### src/rtl/change_payout_if.sv
// change_payout_if: groups the vending-side request, hopper handshake and
// status signals of change_payout.
//   master : the driving side (vending fsm / hopper model). It drives d, r and
//            hopper_rdy, and observes the outputs.
//   slave  : change_payout itself.
// Signals:
//   d          dispense request (level)
//   r[CW-1:0]  change owed, in units
//   hopper_rdy hopper accepts the presented coin this cycle
//   motor      product motor enable
//   pay_two    valid, one 2-unit coin
//   pay_one    valid, one 1-unit coin
//   busy, done, ovr : status
//   coin_total : units paid, present only when PAYOUT_COUNT_EN is defined
interface change_payout_if #(
    parameter int CW = 3
);
    logic          d;
    logic [CW-1:0] r;
    logic          hopper_rdy;
    logic          motor;
    logic          pay_two;
    logic          pay_one;
    logic          busy;
    logic          done;
    logic          ovr;
`ifdef PAYOUT_COUNT_EN
    logic [7:0]    coin_total;

    modport master (
        output d, r, hopper_rdy,
        input  motor, pay_two, pay_one, busy, done, ovr, coin_total
    );
    modport slave (
        input  d, r, hopper_rdy,
        output motor, pay_two, pay_one, busy, done, ovr, coin_total
    );
`else
    modport master (
        output d, r, hopper_rdy,
        input  motor, pay_two, pay_one, busy, done, ovr
    );
    modport slave (
        input  d, r, hopper_rdy,
        output motor, pay_two, pay_one, busy, done, ovr
    );
`endif
endinterface

### src/rtl/change_payout.sv
// change_payout: takes the dispense strobe and change code from the vending
// fsm. It runs the product motor for VEND_CYCLES cycles, then pays the change
// greedily to the coin hopper: all 2-unit coins first, then at most one
// 1-unit coin. Each coin uses a valid/ready handshake.
// Ports:
//   clk    system clock, rising edge
//   reset  synchronous, active-low
//   bus    change_payout_if.slave
//          inputs : d, r, hopper_rdy
//          outputs: motor, pay_two, pay_one, busy, done, ovr [, coin_total]
// Optional feature: define PAYOUT_COUNT_EN to add the saturating coin_total
// counter, which counts units paid.
//
// state  | meaning
// -------+---------------------------------------------------------
// S_IDLE | waiting for d
// S_VEND | motor on, cnt counts VEND_CYCLES down to 0
// S_PAY  | presenting one coin, waiting for hopper_rdy
// S_GAP  | idle spacing after an accepted coin, COIN_GAP cycles
// S_DONE | one-cycle done pulse, then back to idle
module change_payout #(
    parameter int VEND_CYCLES = 4,
    parameter int COIN_GAP    = 2,
    parameter int CW          = 3
) (
    input  logic           clk,
    input  logic           reset,
    change_payout_if.slave bus
);

    localparam int CMAX = (VEND_CYCLES > COIN_GAP) ? VEND_CYCLES : COIN_GAP;
    localparam int CNTW = (CMAX < 2) ? 1 : $clog2(CMAX);
    localparam logic [CNTW-1:0] VEND_LOAD = CNTW'(VEND_CYCLES - 1);
    localparam logic [CNTW-1:0] GAP_LOAD  = (COIN_GAP > 0) ? CNTW'(COIN_GAP - 1) : '0;

    typedef enum logic [2:0] {
        S_IDLE,
        S_VEND,
        S_PAY,
        S_GAP,
        S_DONE
    } state_t;

    state_t        state_q, state_d;
    logic [CNTW-1:0] cnt_q, cnt_d;
    logic [CW-1:0] chg_q, chg_d;
    logic          ovr_q, ovr_d;
    logic          motor_q, motor_d;
    logic          pay_two_q, pay_two_d;
    logic          pay_one_q, pay_one_d;
    logic          busy_q, busy_d;
    logic          done_q, done_d;
    logic          xfer;
    logic          xfer_two;

    always_comb begin
        state_d  = state_q;
        cnt_d    = cnt_q;
        chg_d    = chg_q;
        xfer     = 1'b0;
        xfer_two = (chg_q >= CW'(2));
        // A request that arrives while a vend is in progress is never queued.
        // It is only flagged.
        ovr_d    = ovr_q | (bus.d && (state_q != S_IDLE));

        case (state_q)
            S_IDLE: begin
                if (bus.d) begin
                    chg_d   = bus.r;
                    cnt_d   = VEND_LOAD;
                    state_d = S_VEND;
                end
            end
            S_VEND: begin
                if (cnt_q == '0) begin
                    state_d = (chg_q != '0) ? S_PAY : S_DONE;
                end else begin
                    cnt_d = cnt_q - CNTW'(1);
                end
            end
            S_PAY: begin
                if (bus.hopper_rdy) begin
                    xfer  = 1'b1;
                    chg_d = xfer_two ? (chg_q - CW'(2)) : (chg_q - CW'(1));
                    if (COIN_GAP > 0) begin
                        cnt_d   = GAP_LOAD;
                        state_d = S_GAP;
                    end else begin
                        state_d = (chg_d != '0) ? S_PAY : S_DONE;
                    end
                end
            end
            S_GAP: begin
                if (cnt_q == '0) begin
                    state_d = (chg_q != '0) ? S_PAY : S_DONE;
                end else begin
                    cnt_d = cnt_q - CNTW'(1);
                end
            end
            S_DONE: begin
                state_d = S_IDLE;
            end
            default: begin
                state_d = S_IDLE;
            end
        endcase

        // Outputs are registered. They are decoded from the next state so that
        // each output changes on the same edge as the state it belongs to.
        motor_d   = (state_d == S_VEND);
        pay_two_d = (state_d == S_PAY) && (chg_d >= CW'(2));
        pay_one_d = (state_d == S_PAY) && (chg_d == CW'(1));
        busy_d    = (state_d != S_IDLE);
        done_d    = (state_d == S_DONE);
    end

    always_ff @(posedge clk) begin
        if (!reset) begin
            state_q   <= S_IDLE;
            cnt_q     <= '0;
            chg_q     <= '0;
            ovr_q     <= 1'b0;
            motor_q   <= 1'b0;
            pay_two_q <= 1'b0;
            pay_one_q <= 1'b0;
            busy_q    <= 1'b0;
            done_q    <= 1'b0;
        end else begin
            state_q   <= state_d;
            cnt_q     <= cnt_d;
            chg_q     <= chg_d;
            ovr_q     <= ovr_d;
            motor_q   <= motor_d;
            pay_two_q <= pay_two_d;
            pay_one_q <= pay_one_d;
            busy_q    <= busy_d;
            done_q    <= done_d;
        end
    end

    assign bus.motor   = motor_q;
    assign bus.pay_two = pay_two_q;
    assign bus.pay_one = pay_one_q;
    assign bus.busy    = busy_q;
    assign bus.done    = done_q;
    assign bus.ovr     = ovr_q;

`ifdef PAYOUT_COUNT_EN
    logic [7:0] coin_total_q, coin_total_d;
    logic [8:0] coin_sum;

    always_comb begin
        coin_sum     = {1'b0, coin_total_q} + (xfer_two ? 9'd2 : 9'd1);
        coin_total_d = coin_total_q;
        if (xfer) begin
            coin_total_d = coin_sum[8] ? 8'hFF : coin_sum[7:0];
        end
    end

    always_ff @(posedge clk) begin
        if (!reset) begin
            coin_total_q <= '0;
        end else begin
            coin_total_q <= coin_total_d;
        end
    end

    assign bus.coin_total = coin_total_q;
`endif

endmodule

### src/flat_wrapper.sv
// flat-port wrapper written by rule: the top's interface ports become plain ports
module change_payout_flat 
#(
    parameter int VEND_CYCLES = 4,
    parameter int COIN_GAP    = 2,
    parameter int CW          = 3
)
  (clk, reset, bus_d, bus_r, bus_hopper_rdy, bus_motor, bus_pay_two, bus_pay_one, bus_busy, bus_done, bus_ovr);
  change_payout_if #(.CW(CW)) bus_i ();
  input  logic clk;
  input  logic reset;
  input wire logic [$bits(bus_i.d)-1:0] bus_d;
  input wire logic [$bits(bus_i.r)-1:0] bus_r;
  input wire logic [$bits(bus_i.hopper_rdy)-1:0] bus_hopper_rdy;
  output wire logic [$bits(bus_i.motor)-1:0] bus_motor;
  output wire logic [$bits(bus_i.pay_two)-1:0] bus_pay_two;
  output wire logic [$bits(bus_i.pay_one)-1:0] bus_pay_one;
  output wire logic [$bits(bus_i.busy)-1:0] bus_busy;
  output wire logic [$bits(bus_i.done)-1:0] bus_done;
  output wire logic [$bits(bus_i.ovr)-1:0] bus_ovr;
  assign bus_i.d = bus_d;
  assign bus_i.r = bus_r;
  assign bus_i.hopper_rdy = bus_hopper_rdy;
  assign bus_motor = bus_i.motor;
  assign bus_pay_two = bus_i.pay_two;
  assign bus_pay_one = bus_i.pay_one;
  assign bus_busy = bus_i.busy;
  assign bus_done = bus_i.done;
  assign bus_ovr = bus_i.ovr;
  change_payout #(.VEND_CYCLES(VEND_CYCLES), .COIN_GAP(COIN_GAP), .CW(CW)) u_core (.clk(clk), .reset(reset), .bus(bus_i));
endmodule
### config.mk
export PLATFORM = sky130hd
export DESIGN_NAME = change_payout_flat
export DESIGN_NICKNAME = d
export VERILOG_FILES = /design/src/rtl/change_payout_if.sv /design/src/rtl/change_payout.sv /design/src/flat_wrapper.sv
export SDC_FILE = /design/constraint.sdc
export NUM_CORES = 1
export LEC_CHECK = 0
export CAP_MARGIN = 20
export CORE_ASPECT_RATIO = 1.2
export CORE_UTILIZATION = 50
export DETAILED_ROUTE_END_ITERATION = 10
export PLACE_DENSITY_LB_ADDON = 0.2
export REMOVE_ABC_BUFFERS = 1
export SETUP_SLACK_MARGIN = 0.5
export SKIP_LAST_GASP = 1
export SLEW_MARGIN = 20
export SYNTH_ARGS = -nofsm -noshare
export SYNTH_HDL_FRONTEND = slang
export SYNTH_SLANG_ARGS = --single-unit
### constraint.sdc
create_clock -name clk -period 1.8 [get_ports clk]
set_input_delay 0.27 -clock clk [delete_from_list [all_inputs] [get_ports clk]]
set_output_delay 0.27 -clock clk [all_outputs]
set_load 0.02 [all_outputs]
# After elaboration in Yosys (flattened, before gate mapping)
# Cells that the tools add are included.
totals:
  reg_bits: 14
  input_bits: 7
  out_inout_bits: 6
  word_cells: 49
op_classes:
  n_addsub: 3
  order_cmp: 2
  n_eq_ne: 10
  mux: 13
  bitwise_logic: 1
  n_reduce_logical: 11
ops:
  columns: ["operator", "n"]
  rows:
  - ["2-to-1 mux 3 bit", 7]
  - ["nonzero test 3 bit", 4]
  - ["equality test 3 x 1 -> 1 bit (second input constant)", 3]
  - ["equality test 3 x 2 -> 1 bit (second input constant)", 3]
  - ["case mux 3 bit (3 select lines)", 1]
  - [">= comparator 3 x 2 -> 1 bit (second input constant)", 2]
  - ["2-to-1 mux 2 bit", 3]
  - ["inequality test 2 bit (second input constant)", 3]
  - ["case mux 2 bit (3 select lines)", 1]
  - ["case mux 3 bit (2 select lines)", 1]
  - ["AND reduction 4 bit", 1]
  - ["equality test 3 bit (second input constant)", 1]
  - ["logical AND 1 bit", 3]
  - ["logical NOT 3 bit", 1]
  - ["subtractor 3 x 1 -> 3 bit (second input constant)", 1]
  - ["subtractor 3 x 2 -> 3 bit (second input constant)", 1]
  - ["logical NOT 2 bit", 1]
  - ["OR reduction 2 bit", 1]
  - ["subtractor 2 x 1 -> 2 bit (second input constant)", 1]
  - ["OR 1 bit", 1]

# Depth between registers and ports, before layout
depth:
  depth_word: 6
  ltp_mapped: 6
  ltp_nobuf: 6

# Worst setup path after synthesis
# Ideal clock, no wire load.
synth_path:
  path_type: "flip-flop to flip-flop"
  from: "reg u_core.cnt_q[0]"
  to: "reg u_core.pay_one_q (netlist: u_core.bus.pay_one)"
  setup_ns: 0.061
  arrival_time_ns: 1.576
  required_ns: 1.739
  setup_slack_ns: 0.163
  stages_incl_launch_ff: 7
  path_buffers: 0
  synth_period_minus_slack_ns: 1.637
  path_cell_list: "dfxtp_1 -> inv_1 -> ha_1 -> and4b_4 -> or3_1 -> a2111oi_2 -> and4_1"
synth_via:
  elab_chain_len: 5
synth_rtl:
  columns: ["element", "line", "rtl"]
  rows:
  - ["start, declared", "change_payout.sv:45", "logic [CNTW-1:0] cnt_q, cnt_d;"]
  - ["start signal, assigned", "change_payout.sv:130", "cnt_q <= cnt_d;"]
  - ["logical NOT 2 bit", "change_payout.sv:75, change_payout.sv:94", null]
  - ["2-to-1 mux 3 bit", "change_payout.sv:75, change_payout.sv:94", null]
  - ["case mux 3 bit (3 select lines)", "change_payout.sv:66", "case (state_q)"]
  - ["equality test 3 x 2 -> 1 bit", "change_payout.sv:112", "pay_one_d = (state_d == S_PAY) && (chg_d == CW'(1));"]
  - ["logical AND 1 bit", "change_payout.sv:112", null]
  - ["end signal, assigned", "change_payout.sv:135", "pay_one_q <= pay_one_d;"]
  - ["end, declared", "change_payout.sv:50", "logic pay_one_q, pay_one_d;"]
# No other way between the ends.
# A chain may end at the register's enable or synchronous reset.

# Worst setup path after layout
layout_path:
  from: "reg u_core.chg_q[1]"
  to: "reg u_core.pay_one_q (netlist: u_core.bus.pay_one)"
layout_via:
  elab_chain_len: 6
  word_cells_on_any_way: 14
  cone_classes: "add/sub: 2; order compare: 1; eq/ne: 2; mux: 7; reduce/logical: 2"
layout_rtl:
  columns: ["element", "line", "rtl"]
  rows:
  - ["start, declared", "change_payout.sv:46", "logic [CW-1:0] chg_q, chg_d;"]
  - ["start signal, assigned", "change_payout.sv:131", "chg_q <= chg_d;"]
  - ["subtractor 3 x 1 -> 3 bit (tied with other cells)", "change_payout.sv:84", "chg_d = xfer_two ? (chg_q - CW'(2)) : (chg_q - CW'(1));"]
  - ["2-to-1 mux 3 bit, on equally long branches", "change_payout.sv:84, change_payout.sv:76, change_payout.sv:95", null]
  - ["2-to-1 mux 3 bit, on equally long branches", "change_payout.sv:82, change_payout.sv:75, change_payout.sv:94", null]
  - ["case mux 3 bit (2 select lines) / case mux 3 bit (3 select lines) (equally long branches)", "change_payout.sv:66", null]
  - ["equality test 3 x 1 -> 1 bit / equality test 3 x 2 -> 1 bit (equally long branches)", "change_payout.sv:112", null]
  - ["logical AND 1 bit (*)", "change_payout.sv:112", null]
# Mark *: on every way between the ends. The rest lies on a longest branch, timed or not.

==> run summary <==
max_cap viols -> 0
max-slew violations -> 0
Post-synth top flop -> dfxtp_1
CP required -> 2.02 ns
post-synthesis sequential area ratio -> 0.3601
global-route wire length before repair -> 3463 um
Crit Path Max Fanout -> 4
largest net degree at the start of global routing -> 11
combinational family with the most area after synthesis -> simple AND/OR/NAND/NOR gates
cell with the most instances after synthesis -> dfxtp_1
Fillers -> 62
setup TNS -> 0 ns
Worst R2R End -> u_core.bus.pay_one$_SDFF_PN0_
CP Launch Type -> flip-flop
Initial Util -> 0.5385
placed cell area -> 944.7 um2
cells on worst reg2reg path -> 6
RR Startpoint -> u_core.chg_q[1]$_SDFF_PN0_
Vias -> 802
total grt overflow -> 0
row count -> 15
CTS Hold Bufs -> 0
WL/cell -> 19.56 um
vias in the first global route -> 757
number of flops mapped to enable cells by yosys -> 0
clock sink total -> 14
final instance area -> 1311 um2
# nets final -> 130
root buffer cell -> clkbuf_4
synthesized flop and latch total -> 14
Slew HR -> 0.7779
met3 wire len -> 152 um
Worst path slowest cell -> or3_4
Starting DRT DRC Count -> 17
WL met2 -> 1337 um
biggest regs -> u_core.chg_q x3, u_core.state_q x3, u_core.cnt_q x2
Antenna Cells -> 0
I/O Buffers -> 12
layout cells sized above 1 -> 0.5556
Adder-Cell Fraction of Synth Area -> 0.08039
Die Wd -> 38.02 um
# DRC -> 0
Setup CP Type -> reg2reg
Post-Synthesis Cells -> 82
crit path DAT -> 1.85 ns
Clock Latency Late Sink -> 0.27 ns
post-synthesis mux area share -> 0.02572
DIE AREA -> 1719 um2
area occupied by multi-input gates -> 600.6 um2
Synth Area in Compound Gates -> 0.1833
all-layer global routing usage -> 0.2946
type of element capturing the critical path -> flip-flop
# IOs -> 13
uppermost routed layer -> met4
Worst Skew -> 0.0009414 ns
largest cells by area after synthesis -> dfxtp_1, ha_1, a21oi_1, buf_6, inv_1
Pwr Total -> 1.426 mW
Worst Hold Class -> reg2reg
hold depth -> 2
Post-Synth Simple-Gate Area -> 0.2765
CTS Buffer Depth -> 2
initial antenna violation count -> 0
Async SR Flop Fraction -> 0
LEAKAGE -> 0.5195 nW
yosys warns -> 0
Area growth, synth to finish -> 68.49%
Post-Syn Area -> 778.2 um2
share of Yosys cell area claimed by the top area cell type -> 0.3601
die height -> 45.22 um
pwr dens -> 1087 nW/um2
Post-DP HPWL -> 1149 um
DR vias/cell -> 5.985
outcome -> complete, no violations
area of the core -> 1445 um2
xor-xnor portion of the synthesized cell area -> 0
FMAX -> 0.6151 GHz
CTS tree -> yes
crit-path cells -> inv_6 > ha_4 > and4b_4 > or3_4 > a2111oi_4 > and4_1
clock-pin transition on the worst setup and hold timing paths -> 0.09 ns
Routed WL -> 2621 um
Avg Inst Size Synth -> 9.491 um2
M1 WL -> 998 um
worst slew pin tran -> 0.3318 ns
Synth cell types -> 39
drt pass-1 iters -> 4
min Tclk post-route -> 1.626 ns
H-Tree Depth -> 1
Reg2Reg Setup Slack -> 0.17 ns
CTS Buf Count -> 3
routability cong. -> 0.7634
most common library cells after synthesis -> dfxtp_1, a21oi_1, inv_1, nor2_1, ha_1
Hold Path Sink -> u_core.bus.ovr$_SDFF_PN0_
register area -> 302.8 um2
Max stage delay on crit path -> 0.40 ns
unrepaired setup endpoints after global routing -> true
fin crit share -> 0.9031
Final setup viols -> 0
most area-hungry cell type in the Yosys netlist -> dfxtp_1
final hold violations -> 0
worst vdd ir -> 0.7970 mV
hold_sp -> u_core.bus.ovr$_SDFF_PN0_
Antenna Violating Nets Remaining -> 0
==> layout make-up <==
class	instances	share of cell area
Tap cell	17	0.01622
Multi-Input combinational cell	58	0.4580
Inverter	6	0.02481
Clock buffer	4	0.02767
Sequential cell	14	0.2309
Timing Repair Buffer	35	0.2424
==> metal layers <==
layer	track usage	up-vias
li1	-	371
met1	0.3406	377
met2	0.5448	40
met3	0.01478	14
met4	0.1357	0
met5	0	-
==> worst max-delay path by stage <==
stage | startpoint | end | slack, ns | depth (start not counted)
4_1_cts | u_core.chg_q[1]$_SDFF_PN0_ | u_core.bus.pay_one$_SDFF_PN0_ | 0.21 | 6
5_1_grt | u_core.chg_q[1]$_SDFF_PN0_ | u_core.bus.pay_one$_SDFF_PN0_ | 0.14 | 6
6_report | u_core.chg_q[1]$_SDFF_PN0_ | u_core.bus.pay_one$_SDFF_PN0_ | 0.17 | 6
3_5_place_dp | bus_hopper_rdy | u_core.bus.pay_one$_SDFF_PN0_ | -0.08 | 5
2_1_floorplan | u_core.state_q[0]$_SDFF_PN0_ | u_core.bus.pay_one$_SDFF_PN0_ | 0.14 | 4
3_3_place_gp | bus_d | u_core.bus.pay_one$_SDFF_PN0_ | -0.05 | 5
==> worst max-delay path: cells and delay by family (launching register included) <==
kind                     cells  cell delay (ns)
flip-flops                   1             0.39
adder cells (fa/ha/maj)      1             0.15
AO/OA/AOI/OAI                1             0.19
AND/OR/NAND/NOR              3             0.79
buffers and inverters        1             0.05
==> timing repair <==
item                                    in CTS  in global routing
gates resized for setup                     59                  9
pin swaps                                   19                  7
hold endpoints to repair                     0                  0
setup buffers                               12                  3
endpoints found under the setup margin      16                 12
==> stage by stage <==
step           cells  utilization  setup slack [ns]  hold WS (ns)
2_1_floorplan     78            -            0.1388        0.4106
3_3_place_gp     115       0.6537          -0.05230        0.4482
3_5_place_dp     115       0.6537          -0.07954        0.4684
4_1_cts          131       0.8675            0.2076        0.4943
5_1_grt          134       0.9074            0.1416        0.5763
6_report         134       0.9074            0.1744        0.5373
==> cells in the final DEF, fill, tap and decap left out, types with 2 or more instances in the layout <==
| cell type | count |
|---|---|
| buf_4 | 14 |
| nor3_1 | 3 |
| or3_4 | 2 |
| nor3b_1 | 2 |
| a21oi_1 | 4 |
| nand2_1 | 2 |
| mux2i_1 | 2 |
| dfxtp_4 | 5 |
| nand2b_4 | 2 |
| and4bb_2 | 2 |
| clkdlybuf4s50_1 | 4 |
| clkbuf_4 | 3 |
| nand3_1 | 2 |
| dfxtp_1 | 6 |
| nor2_1 | 5 |
| inv_2 | 2 |
| ha_4 | 5 |
| a21oi_2 | 4 |
| dlygate4sd2_1 | 7 |
| inv_4 | 2 |
| buf_6 | 9 |
| dfxtp_2 | 3 |
==> power breakdown <==
group	switching [mW]	leakage, nW	internal (mW)
logic	0.352	0.379	0.415
clock network	0.103	0.0210	0.123
registers	0.0600	0.119	0.374
total	0.515	0.520	0.911
==> logic make-up after synthesis <==
group                    Yosys count
AND/OR/NAND/NOR                   32
multiplexers                       2
AO/OA/AOI/OAI                     19
adder cells (fa/ha/maj)            5
flip-flops                        14
buffers and inverters             10
Note: power is estimated with default switching activity, not from simulation.
